$ cat src/rtl/siso_pkg.sv
// Shared types and line-level constants for the framed serial link.
// No ports: provides the framer FSM state enum, the line levels used on
// serial_out, and a helper that sizes the data-bit counter.
package siso_pkg;

   typedef enum logic [2:0] {
      IDLE   = 3'd0,
      START  = 3'd1,
      DATA   = 3'd2,
      PARITY = 3'd3,
      STOP   = 3'd4
   } state_e;

   localparam logic IDLE_LEVEL = 1'b1;
   localparam logic START_BIT  = 1'b0;
   localparam logic STOP_BIT   = 1'b1;

   // Bits needed to hold an index 0..w-1 (w >= 2).
   function automatic int unsigned cnt_width(input int unsigned w);
      return (w <= 2) ? 1 : $clog2(w);
   endfunction

endpackage

$ cat src/rtl/siso_bit_counter.sv
// Data-bit index counter for the framer.
// Ports:
//   clk, rst  : clock and asynchronous active-low reset
//   i_clr     : synchronous clear to 0 (wins over i_en)
//   i_en      : advance by one; holds at LAST instead of wrapping
//   o_tc_c    : combinational terminal count, count == LAST
module siso_bit_counter #(
   parameter int unsigned CNT_W = 2,
   parameter int unsigned LAST  = 3
) (
   input  logic clk,
   input  logic rst,
   input  logic i_clr,
   input  logic i_en,
   output logic o_tc_c
);

   logic [CNT_W-1:0] r_count;
   logic             w_tc;

   assign w_tc   = (r_count == CNT_W'(LAST));
   assign o_tc_c = w_tc;

   // Saturating count so the index never wraps while a frame is in DATA.
   always_ff @(posedge clk or negedge rst) begin
      if (!rst) begin
         r_count <= '0;
      end else if (i_clr) begin
         r_count <= '0;
      end else if (i_en && !w_tc) begin
         r_count <= r_count + CNT_W'(1);
      end
   end

endmodule

$ cat src/rtl/piso_framer.sv
// Parallel-in serial-out framer: start bit, WIDTH data bits LSB first,
// optional even-parity bit, stop bit.
// Ports:
//   clk, rst      : clock and asynchronous active-low reset (rst is expected
//                   to be released synchronously to clk by the reset source)
//   par_in        : payload word, captured when in_valid && in_ready
//   in_valid      : par_in holds a word to send
//   in_ready      : block accepts a word this cycle (IDLE and STOP)
//   serial_out    : framed serial stream, idles high
//   frame_active  : a frame is on serial_out
//   frame_done    : one-cycle pulse while the stop bit is driven
module piso_framer
   import siso_pkg::*;
#(
   parameter int unsigned WIDTH     = 4,
   parameter bit          PARITY_EN = 1'b1
) (
   input  logic             clk,
   input  logic             rst,
   input  logic [WIDTH-1:0] par_in,
   input  logic             in_valid,
   output logic             in_ready,
   output logic             serial_out,
   output logic             frame_active,
   output logic             frame_done
);

   localparam int unsigned CNT_W = cnt_width(WIDTH);

   state_e           r_state;
   logic [WIDTH-1:0] r_shift;
   logic             r_parity;
   logic             r_serial;
   logic             r_ready;
   logic             r_active;
   logic             r_done;

   logic             w_xfer;
   logic             w_cnt_clr;
   logic             w_cnt_en;
   logic             w_tc;

   assign w_xfer    = in_valid && r_ready;
   // Clearing during START makes the count 0 on the first DATA cycle.
   assign w_cnt_clr = (r_state == START);
   assign w_cnt_en  = (r_state == DATA);

   siso_bit_counter #(
      .CNT_W (CNT_W),
      .LAST  (WIDTH - 1)
   ) u_bit_counter (
      .clk    (clk),
      .rst    (rst),
      .i_clr  (w_cnt_clr),
      .i_en   (w_cnt_en),
      .o_tc_c (w_tc)
   );

   // Frame FSM; every output is registered alongside the state so each
   // bit appears on serial_out in the same cycle its state is entered.
   always_ff @(posedge clk or negedge rst) begin
      if (!rst) begin
         r_state  <= IDLE;
         r_shift  <= '0;
         r_parity <= 1'b0;
         r_serial <= IDLE_LEVEL;
         r_ready  <= 1'b0;
         r_active <= 1'b0;
         r_done   <= 1'b0;
      end else begin
         r_done <= 1'b0;
         case (r_state)
            IDLE, STOP: begin
               if (w_xfer) begin
                  r_state  <= START;
                  r_shift  <= par_in;
                  r_parity <= ^par_in;
                  r_serial <= START_BIT;
                  r_active <= 1'b1;
                  r_ready  <= 1'b0;
               end else begin
                  r_state  <= IDLE;
                  r_serial <= IDLE_LEVEL;
                  r_active <= 1'b0;
                  r_ready  <= 1'b1;
               end
            end
            START: begin
               r_state  <= DATA;
               r_serial <= r_shift[0];
               r_shift  <= r_shift >> 1;
            end
            DATA: begin
               if (w_tc) begin
                  if (PARITY_EN) begin
                     r_state  <= PARITY;
                     r_serial <= r_parity;
                  end else begin
                     r_state  <= STOP;
                     r_serial <= STOP_BIT;
                     r_done   <= 1'b1;
                     r_ready  <= 1'b1;
                  end
               end else begin
                  r_serial <= r_shift[0];
                  r_shift  <= r_shift >> 1;
               end
            end
            PARITY: begin
               r_state  <= STOP;
               r_serial <= STOP_BIT;
               r_done   <= 1'b1;
               r_ready  <= 1'b1;
            end
            default: begin
               r_state  <= IDLE;
               r_serial <= IDLE_LEVEL;
               r_active <= 1'b0;
               r_ready  <= 1'b1;
            end
         endcase
      end
   end

   assign in_ready     = r_ready;
   assign serial_out   = r_serial;
   assign frame_active = r_active;
   assign frame_done   = r_done;

endmodule
$ cat config.mk
export PLATFORM = sky130hd
export DESIGN_NAME = piso_framer
export DESIGN_NICKNAME = d
export VERILOG_FILES = /design/src/rtl/siso_pkg.sv /design/src/rtl/siso_bit_counter.sv /design/src/rtl/piso_framer.sv
export SDC_FILE = /design/constraint.sdc
export NUM_CORES = 1
export LEC_CHECK = 0
export ABC_AREA = 1
export CORE_ASPECT_RATIO = 0.9
export CORE_MARGIN = 4
export CORE_UTILIZATION = 45
export CTS_BUF_LIST = sky130_fd_sc_hd__clkbuf_4 sky130_fd_sc_hd__clkbuf_8
export CTS_CLUSTER_DIAMETER = 150
export DETAILED_ROUTE_END_ITERATION = 10
export HOLD_SLACK_MARGIN = 0.15
export PLACE_DENSITY = 0.68
export SLEW_MARGIN = 30
export SYNTH_ARGS = -nofsm -noshare
export SYNTH_HDL_FRONTEND = slang
export SYNTH_SLANG_ARGS = --single-unit
$ cat constraint.sdc
create_clock -name clk -period 2.2 [get_ports clk]
set_clock_uncertainty 0.2 [all_clocks]
set_input_delay 0.33 -clock clk [delete_from_list [all_inputs] [get_ports clk]]
set_output_delay 0.33 -clock clk [all_outputs]
set_load 0.02 [all_outputs]
==> flow_summary.ini, run 1 <==
[run_status]
status = finished clean

[sta]
fin_setup_tns_ns = 0
slew_headroom_pct = 59.2
hold_viol_final = 0
rsz0062_at_grt = no
drv_slew = 0
worstMarginPinSlew_ns = 0.610
fmax_mhz = 519
fin_crit_ns = 1.93
fin_crit_sh_pct = 87.5
setup_violations = 0

[clocking]
clk_pin_slew_ns = 0.08
ctsResizeCount = 0
numClockSinks = 14
clock_path_buffers = 2
cts_tree = yes
post_cts_buffers = 0
clock_latency_ns = 0.28
cts_made_buffers = 3
cts-root-buf = clkbuf_4
cts_hold_buffers = 0
cts_max_level = 1

[logic_synthesis]
async_reset_ff_share_pct = 100
synth_mux_area_share_pct = 0
synth_top_cells_by_area = dfrtp_1, nand2_1, nand3_1
ys.flop_type = dfrtp_1
syn_avg_cell_area_sq_um = 8.65
yosys.area.top_type = dfrtp_1
synth.most_common_cell = nand2_1
yosysTopAreaCellShare_pct = 41.8
synth_edf_count = 0
synthAdderAreaFrac_pct = 1.61
yosys.area_share.simple_pct = 38.7
synthXorXnorAreaFrac_pct = 2.25
synth_compound_area_share_pct = 4.18
synthTopCellsByCount = nand2_1, dfrtp_1, nand3_1
synth_cell_types = 23
synth_top_family_by_area = simple AND/OR/NAND/NOR gates
synth-seq-cells = 14
ys_warn_count = 0
synth_nets = 98
syn_inst = 90
syn_area_sq_um = 778
yosysSeqAreaShare_pct = 45.2

[floorplan]
die-height_um = 47.5
num_rows = 13
fp.dieArea_sq_mm = 0.00246
io_pins = 11
initial_core_util_pct = 50.9
coreArea_sq_mm = 0.00153
chipWidth_um = 51.8

[worst_setup_path]
slowest_delay_ns = 0.59
reg2regPathDepth = 5
path_delay_family = buffers and inverters
rrSetupSlack_ns = 0.70
r2r_start = r_state[0]
critPathCaptureType = output pin
cp_slowest_cell = clkdlybuf4s50_1
startpoint_type = flip-flop
required_ns = 1.67
r2r_end = r_shift[0]
critical_path_buf_inv_count = 1
crit_chain = clkdlybuf4s50_1
cp_max_fo = 1
crit_type = flip-flop to output pin
cp.arrival_ns = 1.40

[global_route]
groute.usage.overall_pct = 15.2
antenna_found_initial = 0
grt_overflow = 0
grt_pass1_vias = 563
grt_max_degree = 15
grt_pass1_wl_um = 2560

[job]
maxCapViolCount = 0

[power]
power_mw = 1.36
cellPowerDensity_mw_per_mm2 = 1480
ir_drop_v = 0.000795
p_leak_nw = 0.453

[min_path]
hp-class = primary input to asynchronous set/reset pin

[final_layout]
drive_gt1_share_pct = 17.6
final.fill_count = 147
instances_no_fill = 124
fin_util_pct = 60.1
nets = 111
final-seq-area_sq_um = 352
num_antenna_cells = 0
fin_area_sq_um = 920
multi_input_area_sq_um = 364
area_growth_pct = 18.2

[routing]
ant_nets = 0
drtIter0Drc = 15
viasPerCell = 4.79
wire_per_inst_um = 11.5
post-route-drc-count = 0
drt-total-wl_um = 1420
dr.pass1.iters = 4
vias = 594

[placement]
dpl.hpwl_um = 1080
globalplace.congestion = 0.763
dp_cells = 120
placed_cell_area_sq_um = 883
port_buffers = 10
## per-layer routing
layer	global-route usage, %	routed length, um
met1	18.3	636
met2	23.6	704
met3	5.61	64
met4	9.42	16
met5	0	0
## flip-flops by register name (all words and copies together) (netlist names)
name and count:
in_ready 1, u_bit_counter.r_count 2, r_shift 4, serial_out 1, frame_done 1, r_parity 1
r_state 3, frame_active 1
## cell usage in the layout, fill, tap and decap left out, drive strengths merged
master	count
nand2	35
dfrtp	13
nand3	12
clkdlybuf4s50	10
nor2	8
inv	8
o21ai	4
clkbuf	4
xnor2	2
nor3	1
a21oi	1
nand4	1
a21o	1
ha	1
dfstp	1
## layout make-up
| class | instances | area share (%) |
|---|---|---|
| well taps | 22 | 2.99 |
| multi-input cells | 66 | 39.6 |
| flip-flops and latches | 14 | 38.2 |
| repair buffers | 10 | 10.9 |
| inverters | 8 | 4.35 |
| clock buffers | 4 | 3.95 |
## cell families (layout without fill, tap and decap cells)
family	count (synthesis)	count (layout)
flops	14	14
compound gates	6	6
buf+inv	10	22
simple gates	57	57
fa+ha+maj	1	1
xor+xnor	2	2
## worst max-delay path by stage
stage	start	to	slack, ns	cells after the start
floorplan	u_bit_counter.r_count[0]	r_shift[0]	0.95	6
global placement	serial_out	serial_out	0.58	1
detailed placement	serial_out	serial_out	0.58	1
CTS	serial_out	serial_out	0.26	1
global route	serial_out	serial_out	0.23	1
finish	serial_out	serial_out	0.27	1
## where the power goes
group / leakage, nW / internal, mW / switching (mW)
combinational: 0.258 / 0.270 / 0.414
clock: 0.0210 / 0.101 / 0.0806
sequential: 0.175 / 0.379 / 0.115
total: 0.453 / 0.750 / 0.610
## metrics by stage
stage,hold slack (ns),setup WS (ns)
6_report,0.229,0.274
2_1_floorplan,-0.166,0.951
4_1_cts,0.242,0.258
3_3_place_gp,0.267,0.579
3_5_place_dp,0.273,0.578
5_1_grt,0.271,0.230
(Power assumes the default switching activity.)
==> run 2: changes to the inputs <==
--- a/config.mk
+++ b/config.mk
@@ -10,3 +10,3 @@
 export CORE_MARGIN = 4
-export CORE_UTILIZATION = 45
+export CORE_UTILIZATION = 50
 export CTS_BUF_LIST = sky130_fd_sc_hd__clkbuf_4 sky130_fd_sc_hd__clkbuf_8
@@ -15,3 +15,3 @@
 export HOLD_SLACK_MARGIN = 0.15
-export PLACE_DENSITY = 0.68
+export PLACE_DENSITY = 0.74
 export SLEW_MARGIN = 30
==> constraint.sdc (replaced) <==
create_clock -name clk -period 2.2 [get_ports clk]
set_clock_uncertainty 0.2 [all_clocks]
set_input_delay 0.66 -clock clk [delete_from_list [all_inputs] [get_ports clk]]
set_output_delay 0.66 -clock clk [all_outputs]
set_load 0.02 [all_outputs]
==> run 2 against run 1 <==
Against the previous run:
- count of clock-buffer cells in the layout is the same
- setup slack lost 0.21 ns
- core utilization grew 2.5 points
- clock power is essentially flat
- critical path type unchanged
- highest routed layer unchanged
==> flow_summary.ini, run 2 (synthesis gave the netlist of run 1 again) <==
[run_status]
status = finished clean

[placement]
port_buffers = 10
globalplace.congestion = 0.789
dpl.hpwl_um = 1130
place_ws_ns = 0.250

[worst_setup_path]
path_delay_family = buffers and inverters
cp_slowest_cell = clkdlybuf4s50_1
startpoint_type = flip-flop
crit_type = flip-flop to output pin
crit_chain = clkdlybuf4s50_1
critical_path_buf_inv_count = 1
cp.arrival_ns = 1.28
required_ns = 1.34
cp_max_fo = 3
critPathCaptureType = output pin
slowest_delay_ns = 0.62

[routing]
dr.pass1.iters = 4
drt-total-wl_um = 1410
viasPerCell = 5.12
ant_nets = 0
wire_per_inst_um = 11.9
post-route-drc-count = 0
vias = 604
drtIter0Drc = 14

[clocking]
numClockSinks = 14
cts_hold_buffers = 0
cts-root-buf = clkbuf_4
cts_max_level = 1
cts_made_buffers = 3
cts_tree = yes
clk_pin_slew_ns = 0.08
clock_latency_ns = 0.27
clock_path_buffers = 2

[final_layout]
num_antenna_cells = 0
largest-register = r_shift
nets = 112
drive_gt1_share_pct = 18.4
final.fill_count = 128
final-seq-area_sq_um = 352
multi_input_area_sq_um = 364
area_growth_pct = 17.8
largestRegisters = r_shift x4, r_state x3, u_bit_counter.r_count x2
final_cell_mix = nand2_1, dfrtp_1, nand3_1, clkdlybuf4s50_1, nor2_1
largest_register_ffs = 4
final_common_cell = nand2_1

[floorplan]
chipWidth_um = 49.6
initial_core_util_pct = 53.2
num_rows = 13
io_pins = 11
fp.dieArea_sq_mm = 0.00225
coreArea_sq_mm = 0.00146
die-height_um = 45.4

[job]
maxCapViolCount = 0

[global_route]
grt_pass1_vias = 614
grt_max_degree = 15
grt_pass1_wl_um = 2600
groute.usage.overall_pct = 15.9
grt_overflow = 0
antenna_found_initial = 0

[sta]
fin_ws_ns = 0.0626
rsz0062_at_grt = no
worstMarginPinSlew_ns = 0.451
setup_violations = 0
fin_crit_sh_pct = 97.2
fin_crit_ns = 2.14
hold_viol_final = 0
drv_slew = 0
fin_setup_tns_ns = 0
fmax_mhz = 468
slew_headroom_pct = 69.9

[min_path]
hp-class = flip-flop to flip-flop

[power]
ir_drop_v = 0.000738
power_mw = 1.35
cellPowerDensity_mw_per_mm2 = 1480
p_leak_nw = 0.459
==> run 2: changes by cell type in the layout (fill, tap and decap cells not counted) <==
cell	delta
clkdlybuf4s50_1	-1
buf_4	+1
dlygate4sd2_1	+1
==> run 2: worst paths after layout <==
path                             from          to  slack [ns]  cells past startpoint
min reg2reg                r_shift[0]  r_shift[0]        0.29                      2
max in group asynchronous         rst  serial_out        1.08                      2
max                          in_ready    in_ready        0.06                      1
max reg2reg                r_state[0]  r_shift[1]        0.68                      5
min in group asynchronous         rst  r_shift[3]        0.48                      2
min                        r_shift[0]  r_shift[0]        0.29                      2
==> run 2: timing repair <==
item	CTS	global route
setup endpoints to repair	1	0
resized for setup	1	0
buffers inserted	0	0
==> run 2: layer usage <==
metal	vias to the layer above	track usage (%)	part of all wire [%]
met5	-	0	0
met4	0	7.18	1.2
met3	2	5.25	4.3
met2	11	25.3	48
met1	277	19.8	47
li1	314	-	-
==> run 2: final cells by class <==
cell class	count	area share (%)
inverter	8	4.37
multi-input combinational	66	39.7
timing repair buffer	11	11.6
tap	15	2.05
clock buffer	4	3.96
sequential	14	38.3
==> run 2: per-stage QoR <==
step / utilization, % / std cells / instance area, sq um / hold slack (ns)
final: 62.6 / 118 / 917 / 0.286
after global routing: 62.6 / 118 / 917 / 0.305
after CTS: 62.6 / 118 / 917 / 0.293
after detailed placement: 60.3 / 114 / 882 / 0.276
after global placement: 60.3 / 114 / 882 / 0.267
after floorplan: - / 90 / 778 / 0.164
==> run 2: report_power, final <==
part / internal (mW) / switching (mW) / total, mW
combinational: 0.264 / 0.415 / 0.679
sequential: 0.379 / 0.116 / 0.495
clock: 0.101 / 0.0792 / 0.180
==> run 2: worst min-delay path: cells and delay by family, from the launching register on <==
family / cells / cell delay (ns)
flops: 1 / 0.35
simple gates: 2 / 0.11
